<file path="config.mk">
export PLATFORM = sky130hd
export DESIGN_NAME = alu_cmd_master
export DESIGN_NICKNAME = d
export VERILOG_FILES = /design/src/rtl/alu_cmd_master.sv
export SDC_FILE = /design/constraint.sdc
export NUM_CORES = 1
export LEC_CHECK = 0
export ABC_CLOCK_PERIOD_IN_PS = 1920
export CAP_MARGIN = 0
export CORE_MARGIN = 2
export CORE_UTILIZATION = 41
export CTS_BUF_LIST = sky130_fd_sc_hd__clkbuf_8
export CTS_CLUSTER_DIAMETER = 60
export DETAILED_ROUTE_END_ITERATION = 10
export PLACE_DENSITY_LB_ADDON = 0.25
export SYNTH_ARGS = -nofsm -noshare
export SYNTH_HDL_FRONTEND = slang
export SYNTH_SLANG_ARGS = --single-unit
</file>
<file path="constraint.sdc">
create_clock -name clk -period 1.92 [get_ports clk]
set_input_delay 0.192 -clock clk [delete_from_list [all_inputs] [get_ports clk]]
set_output_delay 0.192 -clock clk [all_outputs]
set_load 0.02 [all_outputs]
</file>
<file path="src/rtl/alu_cmd_master.sv">
// Command front end for the combinational 8/32-bit ALU: registers one
// operation, samples the ALU result a cycle later and returns it.
// Ports: cmd_* (valid/ready command in), alu_* (registered operands out,
// alu_ans result in), rsp_* (valid/ready response out), op_count.
module alu_cmd_master #(
  parameter int CNT_W = 16
) (
  input  logic             clk,
  input  logic             rst_n,
  input  logic             cmd_valid,
  output logic             cmd_ready,
  input  logic [7:0]       cmd_num1,
  input  logic [31:0]      cmd_num2,
  input  logic [2:0]       cmd_op,
  output logic [7:0]       alu_num1,
  output logic [31:0]      alu_num2,
  output logic [2:0]       alu_op,
  input  logic [31:0]      alu_ans,
  output logic             rsp_valid,
  input  logic             rsp_ready,
  output logic [31:0]      rsp_data,
  output logic             rsp_err,
  output logic [CNT_W-1:0] op_count
);

  typedef enum logic [1:0] {
    S_IDLE = 2'd0,
    S_EXEC = 2'd1,
    S_RESP = 2'd2
  } state_e;

  state_e state_q, state_d;

  logic [7:0]       num1_q, num1_d;
  logic [31:0]      num2_q, num2_d;
  logic [2:0]       op_q, op_d;
  logic [31:0]      data_q, data_d;
  logic             err_q, err_d;
  logic             valid_q, valid_d;
  logic [CNT_W-1:0] cnt_q, cnt_d;

  logic accept;
  logic done;

  always_ff @(posedge clk) begin
    if (!rst_n) begin
      state_q <= S_IDLE;
      num1_q  <= '0;
      num2_q  <= '0;
      op_q    <= '0;
      data_q  <= '0;
      err_q   <= 1'b0;
      valid_q <= 1'b0;
      cnt_q   <= '0;
    end else begin
      state_q <= state_d;
      num1_q  <= num1_d;
      num2_q  <= num2_d;
      op_q    <= op_d;
      data_q  <= data_d;
      err_q   <= err_d;
      valid_q <= valid_d;
      cnt_q   <= cnt_d;
    end
  end

  always_comb begin
    state_d = state_q;
    unique case (1'b1)
      state_q == S_IDLE: if (accept) state_d = S_EXEC;
      state_q == S_EXEC: state_d = S_RESP;
      state_q == S_RESP: if (done) state_d = S_IDLE;
      default:           state_d = S_IDLE;
    endcase
  end

  // cmd_ready only looks at state and reset, never at cmd_* or rsp_ready.
  always_comb begin
    cmd_ready = rst_n && (state_q == S_IDLE);
    accept    = cmd_valid && cmd_ready;
    done      = valid_q && rsp_ready;
  end

  always_comb begin
    num1_d  = num1_q;
    num2_d  = num2_q;
    op_d    = op_q;
    data_d  = data_q;
    err_d   = err_q;
    valid_d = valid_q;
    cnt_d   = cnt_q;
    if (accept) begin
      num1_d = cmd_num1;
      num2_d = cmd_num2;
      op_d   = cmd_op;
    end
    // One cycle after registration the ALU output has settled.
    if (state_q == S_EXEC) begin
      data_d  = alu_ans;
      err_d   = op_q[2] & op_q[1];
      valid_d = 1'b1;
    end
    if (done) begin
      valid_d = 1'b0;
      cnt_d   = cnt_q + CNT_W'(1);
    end
  end

  assign alu_num1  = num1_q;
  assign alu_num2  = num2_q;
  assign alu_op    = op_q;
  assign rsp_valid = valid_q;
  assign rsp_data  = data_q;
  assign rsp_err   = err_q;
  assign op_count  = cnt_q;

endmodule
</file>
# Word-level counts from Yosys, hierarchy flattened
# Cells that the tools add are included.
[classes]
add_sub_neg = 1
bitwise = 2
n_reduce_logical = 6
n_eq_ne = 4
mux = 3
[ops]
columns = ["cell", "n"]
rows = [
  ["$add A16 B1 Y16 const B", 1],
  ["$pmux W2 S3", 1],
  ["$mux W2", 2],
  ["$ne A2 B2 Y1 const B", 2],
  ["$logic_and A1 B1 Y1", 3],
  ["$eq A2 B1 Y1 const B", 1],
  ["$eq A2 B2 Y1 const B", 1],
  ["$logic_not A2 Y1", 1],
  ["$reduce_and A2 Y1", 1],
  ["$reduce_or A2 Y1", 1],
  ["$and A1 B1 Y1", 1],
  ["$not A1 Y1", 1],
]
[totals]
out_inout_bits = 94
inputBits = 79
word_cells = 24
regBits = 95

# Logic depth before layout (Yosys ltp)
[depth]
ltp_word = 5
depth_mapped = 6
mapped_depth_nobuf = 5

# Worst setup path before layout
# No wires, ideal clock.
[synth_path]
path_kind = "flip-flop to flip-flop"
startpoint = "register state_q[1]"
endpoint = "register num1_q[7] (netlist: alu_num1[7])"
setup_time_ns = 0.070
required_time_ns = 1.850
synth_period_minus_slack_ns = 1.767
t_arrival_ns = 1.697
path_buffers = 1
path_slack_ns = 0.153
path_stages_with_launch = 7
path_cell_list = "dfxtp_1 nor3b_1 nand2_1 inv_2 buf_2 nand2_1 a21oi_1"
[synth_via]
elab_chain_cells = 3
[synth_lines]
columns = ["element", "line", "text"]
rows = [
  ["start: declaration", "32", "state_e state_q, state_d;"],
  ["start signal: assignment", "56", "state_q <= state_d;"],
  ["$logic_not A2 Y1", "79", "cmd_ready = rst_n && (state_q == S_IDLE);"],
  ["$logic_and A1 B1 Y1", "79", ""],
  ["via cmd_ready", "11", "output logic cmd_ready,"],
  ["$logic_and A1 B1 Y1", "80", "accept = cmd_valid && cmd_ready;"],
  ["end signal: assignment", "57", "num1_q <= num1_d;"],
  ["end: declaration", "34", "logic [7:0] num1_q, num1_d;"],
]
# The timed path passes the listed nets, and every way through them passes these cells.
# A chain may end at the register's enable or synchronous reset.

# Final worst setup path
[layout_path]
startpoint = "register cnt_q[4] (netlist: op_count[4])"
endpoint = "register cnt_q[14] (netlist: op_count[14])"
[layout_via]
elab_chain_cells = 1
[layout_lines]
columns = ["element", "line", "text"]
rows = [
  ["start: declaration", "40", "logic [CNT_W-1:0] cnt_q, cnt_d;"],
  ["start signal: assignment", "63", "cnt_q <= cnt_d;"],
  ["$add A16 B1 Y16", "105", "cnt_d = cnt_q + CNT_W'(1);"],
]
# Every way passes these cells.

==> impl_metrics.csv <==
group,metric,value,unit
worst_hold_path,hold_class,"in -> reg",
drt,drt-initial-drc-count,113,
sta,setup_viol,0,
cts,cts_tree,"built",
logic_synthesis,netlist_area,3420,um^2
cells_and_area,fin_nets,675,
run,cap_violations,0,
global_routing,grt_antenna_before_repair,0,
cells_and_area,antenna_cells,0,
placed_design,post-place-ws,25.5,ps
global_routing,grtUsageTotal,0.202,
critical_path,critPathRequiredTime,2200,ps
sta,slew_violations,0,
cts,hold_buffers,0,
power_and_ir_drop,ir_worst_vdd,0.000441,V
cts,cts.path.max_buffers,2,
global_routing,overflow,0,
drt,drt_first_pass_iters,4,
critical_path,crit_fanout,8,
sta,fin_crit_sh,0.886,
power_and_ir_drop,powerDensity,753,nW/um^2
drt,wl_per_cell,13.2,um
logic_synthesis,ys_warn_count,0,
floorplan,dieArea,9100,um^2
cts,clock-root-buffer,"clkbuf_8",
global_routing,grt_pass1_wl,14500,um
sta,period_needed,1700,ps
critical_path,crit_path_top_delay_cell,"or4_1",
sta,timing.hold.ws,384,ps
logic_synthesis,syn_nets,505,
logic_synthesis,yosys_most_used_dff,"dfxtp_1",
power_and_ir_drop,p_leak,1.96,nW
floorplan,die_w,95.4,um
cts,postCtsSetupBuffers,0,
cts,cts_buffers,9,
drt,vias_per_cell,4.84,
logic_synthesis,syn_area_per_cell,8.05,um^2
sta,rsz0062_at_grt,"no",
placed_design,hpwlAfterDp,6650,um
floorplan,start_util,0.421,
logic_synthesis,synth_edf_count,0,
outcome,status,"finished clean",
sta,slew_headroom,0.775,
cts,cts-resized-gates,0,
cells_and_area,syn_to_final_growth,61.1,%
drt,via_count,3411,
floorplan,io_pins,173,
placed_design,numPortBuffers,172,
cells_and_area,drive_above_1_share,0.0583,
critical_path,start_kind,"flip-flop",
logic_synthesis,syn_inst,425,
logic_synthesis,yosysUniqueCellTypes,32,
floorplan,row_count,33,
logic_synthesis,ys_seq_area_frac,0.556,
global_routing,grt_pass1_vias,3209,
drt,drc,0,
cells_and_area,final_common_cell,"clkdlybuf4s50_1",
sta,clock_skew,12.4,ps
cts,clock_latency,340,ps
sta,worst_slew_pin_slew,337,ps
cts,htree_levels,3,
critical_path,path_class,"reg -> reg",
cts,clock-sinks,95,
cells_and_area,final_cell_mix,"171 x clkdlybuf4s50_1, 159 x nand2_1, 95 x dfxtp_1, 82 x a21oi_1, 13 x buf_4",
critical_path,end_kind,"flip-flop",
drt,wl,9300,um
sta,setup-tns-final,0,ps
critical_path,arrival,1980,ps
sta,hold_viol_final,0,
sta,worst_slack,218,ps
critical_path,path_cells,"nand4_2 > or2_1 > or4_1 > a21oi_1",
floorplan,fp.dieH,95.4,um
critical_path,max_stage_delay,530,ps
logic_synthesis,async_flop_share,0,
logic_synthesis,synth-seq-cells,95,
cts,clk_pin_slew,90,ps
sta,max_freq,0.588,GHz
cells_and_area,fill_cells,685,
floorplan,core_area,8130,um^2
placed_design,gp_congestion,0.739,
global_routing,grt_max_degree,75,
drt,ant_nets,0,
kinds of logic after synthesis:
family,Yosys count,synth area share
buf+inv,30,0.0365
xor+xnor,10,0.0256
simple gates,200,0.243
mux,1,0.00329
fa+ha+maj,1,0.00365
flops,95,0.556
compound gates,88,0.132
synth_stat cells, drive strengths merged (2+ instances only):
master  number  area, um^2
xnor2        2        17.5
and4         3        27.5
dfxtp       95        1900
nand2      159         597
xor2         8        70.1
nand4        5        37.5
nand2b       2        12.5
or3          2        12.5
o21ai        2        10.0
nor2        11        41.3
buf          8        42.5
or4          2        15.0
clkbuf      20        75.1
a21oi       82         410
o31ai        2        15.0
nand3       10        50.1
inv          2        7.50
worst paths after layout:
| check | start | cells past startpoint | slack [ps] | end |
|---|---|---|---|---|
| max | op_count[4] | 4 | 220 | op_count[14] |
| min | alu_ans[30] | 3 | 380 | rsp_data[30] |
| max reg2reg | op_count[4] | 4 | 220 | op_count[14] |
| min reg2reg | rsp_data[25] | 2 | 450 | rsp_data[25] |
state kept, by name, summed over array words and instances, names as in the netlist:
signal	cells
rsp_err	1
alu_num2	32
alu_op	3
op_count	16
alu_num1	8
rsp_data	32
rsp_valid	1
state_q	2
cell type report:
type | count | area, um^2 | area share
clock inverter | 7 | 90.1 | 0.0163
clock buffer | 9 | 124 | 0.0225
sequential | 95 | 1900 | 0.345
inverter | 2 | 7.51 | 0.00136
timing repair buffer | 187 | 1860 | 0.338
multi-input combinational | 300 | 1400 | 0.254
tap | 105 | 131 | 0.0238
per-layer routing:
layer,GRT usage,vias to the layer above,share of wire
met5,0,-,0
met4,0.0667,0,0.0075
met3,0.0743,6,0.097
met2,0.345,120,0.49
met1,0.235,1557,0.40
li1,-,1728,-
worst max-delay path: cells and delay by family, from the launching register on:
family | cells | cell delay (ps)
flip-flops | 1 | 450
AO/OA/AOI/OAI | 1 | 140
AND/OR/NAND/NOR | 3 | 1040
through the flow:
stage,power [mW],cells,cell area (um^2),utilization
3_5_place_dp,2.81,689,5300,0.651
5_1_grt,4.35,705,5520,0.678
3_3_place_gp,2.80,689,5300,0.651
6_report,4.15,705,5520,0.678
4_1_cts,4.21,705,5510,0.678
2_1_floorplan,2.42,425,3420,-
power by group:
group	internal, mW	switching, mW
clock	0.725	0.671
combinational	0.351	0.313
sequential	2.05	0.0445
(Power assumes the default switching activity.)
